`src/rtl/cpu_types_pkg.sv`:
```
// Shared CPU types: instruction cache address split and frame layout.
// Widths below are the default 16-frame geometry.
package cpu_types_pkg;

   localparam int ICACHE_IDX_W = 4;
   localparam int ICACHE_SETS  = 1 << ICACHE_IDX_W;
   localparam int ICACHE_TAG_W = 30 - ICACHE_IDX_W;

   typedef struct packed {
      logic [ICACHE_TAG_W-1:0] tag;
      logic [ICACHE_IDX_W-1:0] idx;
      logic [1:0]              bytoff;
   } icachef_t;

   typedef struct packed {
      logic                    valid;
      logic [ICACHE_TAG_W-1:0] tag;
      logic [31:0]             data;
   } icache_frame_t;

endpackage

```
`src/rtl/icache_if.sv`:
```
// Datapath fetch port and memory read port of the instruction cache.
// master = surrounding datapath/memory, slave = the cache.
interface icache_if;

   logic        imemREN;
   logic [31:0] imemaddr;
   logic        ihit;
   logic [31:0] imemload;
   logic        flush;
   logic        iREN;
   logic [31:0] iaddr;
   logic        iwait;
   logic [31:0] iload;

   modport master (
      output imemREN, imemaddr, flush, iwait, iload,
      input  ihit, imemload, iREN, iaddr
   );

   modport slave (
      input  imemREN, imemaddr, flush, iwait, iload,
      output ihit, imemload, iREN, iaddr
   );

endinterface

```
`src/rtl/icache.sv`:
```
// Direct-mapped, one-word-per-frame instruction cache with IDLE/FILL miss FSM.
// Define ICACHE_STATS_EN to add hit_count/miss_count outputs.
module icache
   import cpu_types_pkg::*;
#(
   parameter int SETS  = ICACHE_SETS,
   parameter int IDX_W = ICACHE_IDX_W
) (
   input  logic        CLK,
   input  logic        RST,
   icache_if.slave     bus
`ifdef ICACHE_STATS_EN
   ,
   output logic [31:0] hit_count,
   output logic [31:0] miss_count
`endif
);

   localparam int TAG_W = 30 - IDX_W;

   typedef enum logic {
      IDLE,
      FILL
   } icache_state_t;

   icache_state_t state;

   logic [SETS-1:0]  valid;
   logic [TAG_W-1:0] tags  [SETS];
   logic [31:0]      words [SETS];

   logic [31:0]      miss_addr;
   logic             iren_q;

   logic [IDX_W-1:0] idx;
   logic [TAG_W-1:0] tag;
   logic [IDX_W-1:0] fidx;
   logic [TAG_W-1:0] ftag;
   logic             hit;
   logic             miss;
   logic             fill_we;
   logic             unused_boff;

   assign idx  = bus.imemaddr[IDX_W+1:2];
   assign tag  = bus.imemaddr[31:IDX_W+2];
   assign fidx = miss_addr[IDX_W+1:2];
   assign ftag = miss_addr[31:IDX_W+2];

   assign unused_boff = ^bus.imemaddr[1:0];

   assign hit = (state == IDLE) && bus.imemREN && valid[idx]
             && (tags[idx] == tag) && !bus.flush;

   assign miss = (state == IDLE) && bus.imemREN && !hit && !bus.flush;

   // flush or reset in the completing cycle abandons the fill
   assign fill_we = (state == FILL) && !bus.iwait && !bus.flush && !RST;

   assign bus.ihit     = hit;
   assign bus.imemload = hit ? words[idx] : 32'h0;
   assign bus.iREN     = iren_q;
   assign bus.iaddr    = miss_addr;

   always_ff @(posedge CLK) begin
      if (RST) begin
         state     <= IDLE;
         valid     <= '0;
         miss_addr <= 32'h0;
         iren_q    <= 1'b0;
`ifdef ICACHE_STATS_EN
         hit_count  <= 32'h0;
         miss_count <= 32'h0;
`endif
      end else begin
         if (bus.flush)
            valid <= '0;
         case (state)
            IDLE: begin
               if (miss) begin
                  state     <= FILL;
                  miss_addr <= {bus.imemaddr[31:2], 2'b00};
                  iren_q    <= 1'b1;
               end
            end
            FILL: begin
               if (bus.flush || !bus.iwait) begin
                  state     <= IDLE;
                  miss_addr <= 32'h0;
                  iren_q    <= 1'b0;
               end
               if (fill_we)
                  valid[fidx] <= 1'b1;
            end
            default: state <= IDLE;
         endcase
`ifdef ICACHE_STATS_EN
         if (hit)
            hit_count <= hit_count + 32'd1;
         if (miss)
            miss_count <= miss_count + 32'd1;
`endif
      end
   end

   always_ff @(posedge CLK) begin
      if (fill_we) begin
         tags[fidx]  <= ftag;
         words[fidx] <= bus.iload;
      end
   end

endmodule
```
`src/flat_wrapper.sv`:
```
// flat-port wrapper written by rule: the top's interface ports become plain ports
module icache_flat import cpu_types_pkg::*;
#(
   parameter int SETS  = ICACHE_SETS,
   parameter int IDX_W = ICACHE_IDX_W
)
  (CLK, RST, bus_imemREN, bus_imemaddr, bus_flush, bus_iwait, bus_iload, bus_ihit, bus_imemload, bus_iREN, bus_iaddr);
  icache_if bus_i ();
  input  logic CLK;
  input  logic RST;
  input wire logic [$bits(bus_i.imemREN)-1:0] bus_imemREN;
  input wire logic [$bits(bus_i.imemaddr)-1:0] bus_imemaddr;
  input wire logic [$bits(bus_i.flush)-1:0] bus_flush;
  input wire logic [$bits(bus_i.iwait)-1:0] bus_iwait;
  input wire logic [$bits(bus_i.iload)-1:0] bus_iload;
  output wire logic [$bits(bus_i.ihit)-1:0] bus_ihit;
  output wire logic [$bits(bus_i.imemload)-1:0] bus_imemload;
  output wire logic [$bits(bus_i.iREN)-1:0] bus_iREN;
  output wire logic [$bits(bus_i.iaddr)-1:0] bus_iaddr;
  assign bus_i.imemREN = bus_imemREN;
  assign bus_i.imemaddr = bus_imemaddr;
  assign bus_i.flush = bus_flush;
  assign bus_i.iwait = bus_iwait;
  assign bus_i.iload = bus_iload;
  assign bus_ihit = bus_i.ihit;
  assign bus_imemload = bus_i.imemload;
  assign bus_iREN = bus_i.iREN;
  assign bus_iaddr = bus_i.iaddr;
  icache #(.SETS(SETS), .IDX_W(IDX_W)) u_core (.CLK(CLK), .RST(RST), .bus(bus_i));
endmodule
```
`config.mk`:
```
export PLATFORM = sky130hd
export DESIGN_NAME = icache_flat
export DESIGN_NICKNAME = d
export VERILOG_FILES = /design/src/rtl/cpu_types_pkg.sv /design/src/rtl/icache_if.sv /design/src/rtl/icache.sv /design/src/flat_wrapper.sv
export SDC_FILE = /design/constraint.sdc
export NUM_CORES = 1
export LEC_CHECK = 0
export CAP_MARGIN = 20
export CORE_ASPECT_RATIO = 2
export CORE_MARGIN = 10
export CORE_UTILIZATION = 40
export DETAILED_ROUTE_END_ITERATION = 6
export DONT_BUFFER_PORTS = 1
export GPL_TIMING_DRIVEN = 0
export PLACE_DENSITY_LB_ADDON = 0.2
export RECOVER_POWER = 50
export SKIP_LAST_GASP = 1
export SLEW_MARGIN = 15
export SYNTH_ARGS = -nofsm -noshare
export SYNTH_HDL_FRONTEND = slang
export SYNTH_SLANG_ARGS = --single-unit
```
`constraint.sdc`:
```
create_clock -name CLK -period 6.1 [get_ports CLK]
set_input_delay 0.305 -clock CLK [delete_from_list [all_inputs] [get_ports CLK]]
set_output_delay 0.305 -clock CLK [all_outputs]
set_load 0.02 [all_outputs]
```
==> results.json <==
{
  "ir_drop_uv": 256,
  "design_area_um2": 43900,
  "nFillCells": 7672,
  "synthFlopType": "edfxtp_1",
  "max_slew.worst_pin.slew_ns": 1.64,
  "core_area_um2": 92900,
  "place_congestion": 0.785,
  "vias": 18065,
  "fin_nets": 1973,
  "path_class": "input port to primary output",
  "ioPinCount": 135,
  "synth-edff-count": 928,
  "ys_types": 47,
  "synth_common_cells": "928 x edfxtp_1, 252 x mux4_2, 72 x mux2i_1",
  "track_usage_pct": 19.3,
  "drc": 0,
  "async_flop_share_pct": 0,
  "finalSetupViolations": 0,
  "combPwrFrac_pct": 4.5,
  "clockRootBuffer": "clkbuf_16",
  "viasPerCell": 5.69,
  "clk_pin_slew_ns": 0.06,
  "finalPower_mw": 13.5,
  "final_util_pct": 47.2,
  "die_area_um2": 107000,
  "multiInputGateArea_um2": 8160,
  "die_y_um": 453,
  "crit_arrival_ns": 5.51,
  "ant_nets": 0,
  "die_w_um": 237,
  "period_minus_slack_ns": 5.82,
  "area_growth_pct": 16.9,
  "synth_area_per_cell_um2": 22.6,
  "p_switching_mw": 2.84,
  "layout.cells.non_filler": 3176,
  "antenna_found_initial": 8,
  "p_leak_nw": 13.7,
  "fp-row-count": 158,
  "start_kind": "input port",
  "drt-initial-drc-count": 1459,
  "sequentialPowerShare_pct": 54.7,
  "rsz0062_at_grt": "no",
  "grt_pass1_wl_um": 147000,
  "internal-power_mw": 10.7,
  "worst_slack_ns": 0.284,
  "syn_area_um2": 37500,
  "tns_ns": 0,
  "synth_top_area_cell": "edfxtp_1",
  "grt_pass1_vias": 19461,
  "globalRouteOverflowTotal": 0,
  "netlist.area_leader.share_pct": 74.3,
  "power_density_nw_per_um2": 308,
  "start_util_pct": 40.4,
  "finClkSkew_ns": 0.0340,
  "critPathCaptureType": "primary output",
  "postSynthCellCount": 1662,
  "layout-drive-gt1-share_pct": 27.3,
  "ys_ff_latch": 976,
  "violations": "max-capacitance violations, max-slew violations",
  "hpwl_um": 71200,
  "cts_buffers": 88,
  "slew_viol_final": 26,
  "clockBufferDepth": 3,
  "preCtsSetupSlack_ns": -0.290,
  "cp_max_fo": 11,
  "cts_tree": "built",
  "worstPathRequired_ns": 5.79,
  "wirelength_um": 104000,
  "cts.sinks": 976,
  "clock.fmax_mhz": 172,
  "hold_slack_ns": 0.0497,
  "p_clk_share_pct": 40.9,
  "cap_violations": 2,
  "regArea_um2": 28800,
  "hold_class": "input port to flop",
  "ys_seq_area_share_pct": 76.8,
  "synthTopCellsByArea": "edfxtp_1 74%, mux4_2 15%, dfxtp_1 2.6%",
  "status": "finished with violations",
  "sw_frac_of_total_pct": 21.0,
  "htree_levels": 3,
  "numPortBuffers": 0,
  "wl_per_cell_um": 32.7,
  "yosysMostFrequentCell": "edfxtp_1",
  "fin_crit_sh_pct": 95.3,
  "placed_cell_area_um2": 40500,
  "grt_max_degree": 20,
  "firstDrtPassIters": 7,
  "maxSlewHeadroom_pct": -9.65,
  "dpl.cell_count": 2956,
  "insertion_delay_ns": 0.69,
  "finalHoldViolCount": 0,
  "yosysWarnings": 0
}
what timing repair did:
| action | in CTS | in global routing |
|---|---|---|
| hold buffers | 61 | 0 |
| gates resized for setup | 1 | 0 |
| endpoints found under the hold margin | 540 | 0 |
| setup endpoints to repair | 24 | 0 |
| setup buffers | 0 | 0 |
final timing paths:
| path | startpoint | end | slack, ns | cells after the start |
|---|---|---|---|---|
| max reg2reg | u_core.tags[1][11] | u_core.bus.iREN | 2.23 | 11 |
| min | RST | u_core.valid[10] | 0.05 | 2 |
| max | bus_imemaddr[5] | bus_imemload[3] | 0.28 | 12 |
| min reg2reg | u_core.valid[13] | u_core.valid[13] | 0.45 | 1 |
worst max-delay path: stages:
cell,delay (ns)
buf_2,0.17
buf_2,0.30
inv_1,0.67
buf_2,0.51
mux2i_1,0.24
nor3_1,0.61
a21oi_1,0.19
nor4_1,0.32
nand4_1,0.31
nand2b_1,0.57
clkbuf_1,0.50
nor2b_1,0.77
metal layers:
layer	track usage, %	routed length, um	vias to the layer above
met1	21.4	37800	9889
met5	0	33	-
met2	35.5	56700	550
li1	-	-	7460
met3	3.37	5420	160
met4	8.17	3800	6
area by class of cell:
cell class | count | area share (%)
Buffer | 84 | 1.03
Sequential cell | 976 | 65.7
Clock buffer | 109 | 5.30
Multi-Input combinational cell | 561 | 18.6
Inverter | 39 | 0.334
Antenna cell | 4 | 0.0228
Tap cell | 1200 | 3.42
Timing Repair Buffer | 154 | 4.51
Clock inverter | 49 | 1.09
sequential cells by signal (all words and copies together) (netlist names):
| signal | flops |
|---|---|
| u_core.tags | 416 |
| u_core.valid | 16 |
| u_core.state | 1 |
| u_core.bus.iREN | 1 |
| u_core.words | 512 |
| u_core.bus.iaddr | 30 |
power by group through the flow:
stage	registers [mW]	logic [mW]	clock network, mW
after floorplan	7.52	0.362	0
after global placement	7.54	0.531	0
after detailed placement	7.55	0.541	0
after CTS	7.40	0.619	5.64
after global routing	7.40	0.642	5.89
final	7.40	0.606	5.53
kinds of logic (layout without fill, tap and decap cells):
| group | Yosys count | after routing | share of synthesized area (%) |
|---|---|---|---|
| AO/OA/AOI/OAI | 96 | 96 | 2.24 |
| XOR/XNOR | 29 | 29 | 0.677 |
| buffers and inverters | 126 | 435 | 1.62 |
| flip-flops | 976 | 976 | 76.8 |
| multiplexers | 324 | 324 | 17.0 |
| other | 1 | 6 | 0.00999 |
| AND/OR/NAND/NOR | 110 | 110 | 1.58 |
layout by cell type (no fill, tap or decap), types with 30 or more instances in the layout:
cell type,Yosys,routed
buf_12,0,33
buf_4,10,37
mux4_2,252,252
mux2i_1,72,72
clkbuf_1,36,53
clkbuf_16,0,90
buf_6,8,30
edfxtp_1,928,928
dlygate4sd3_1,0,61
inv_1,38,38
dfxtp_1,48,48
nor2b_1,40,40
Power figures use the tool's default switching activity.
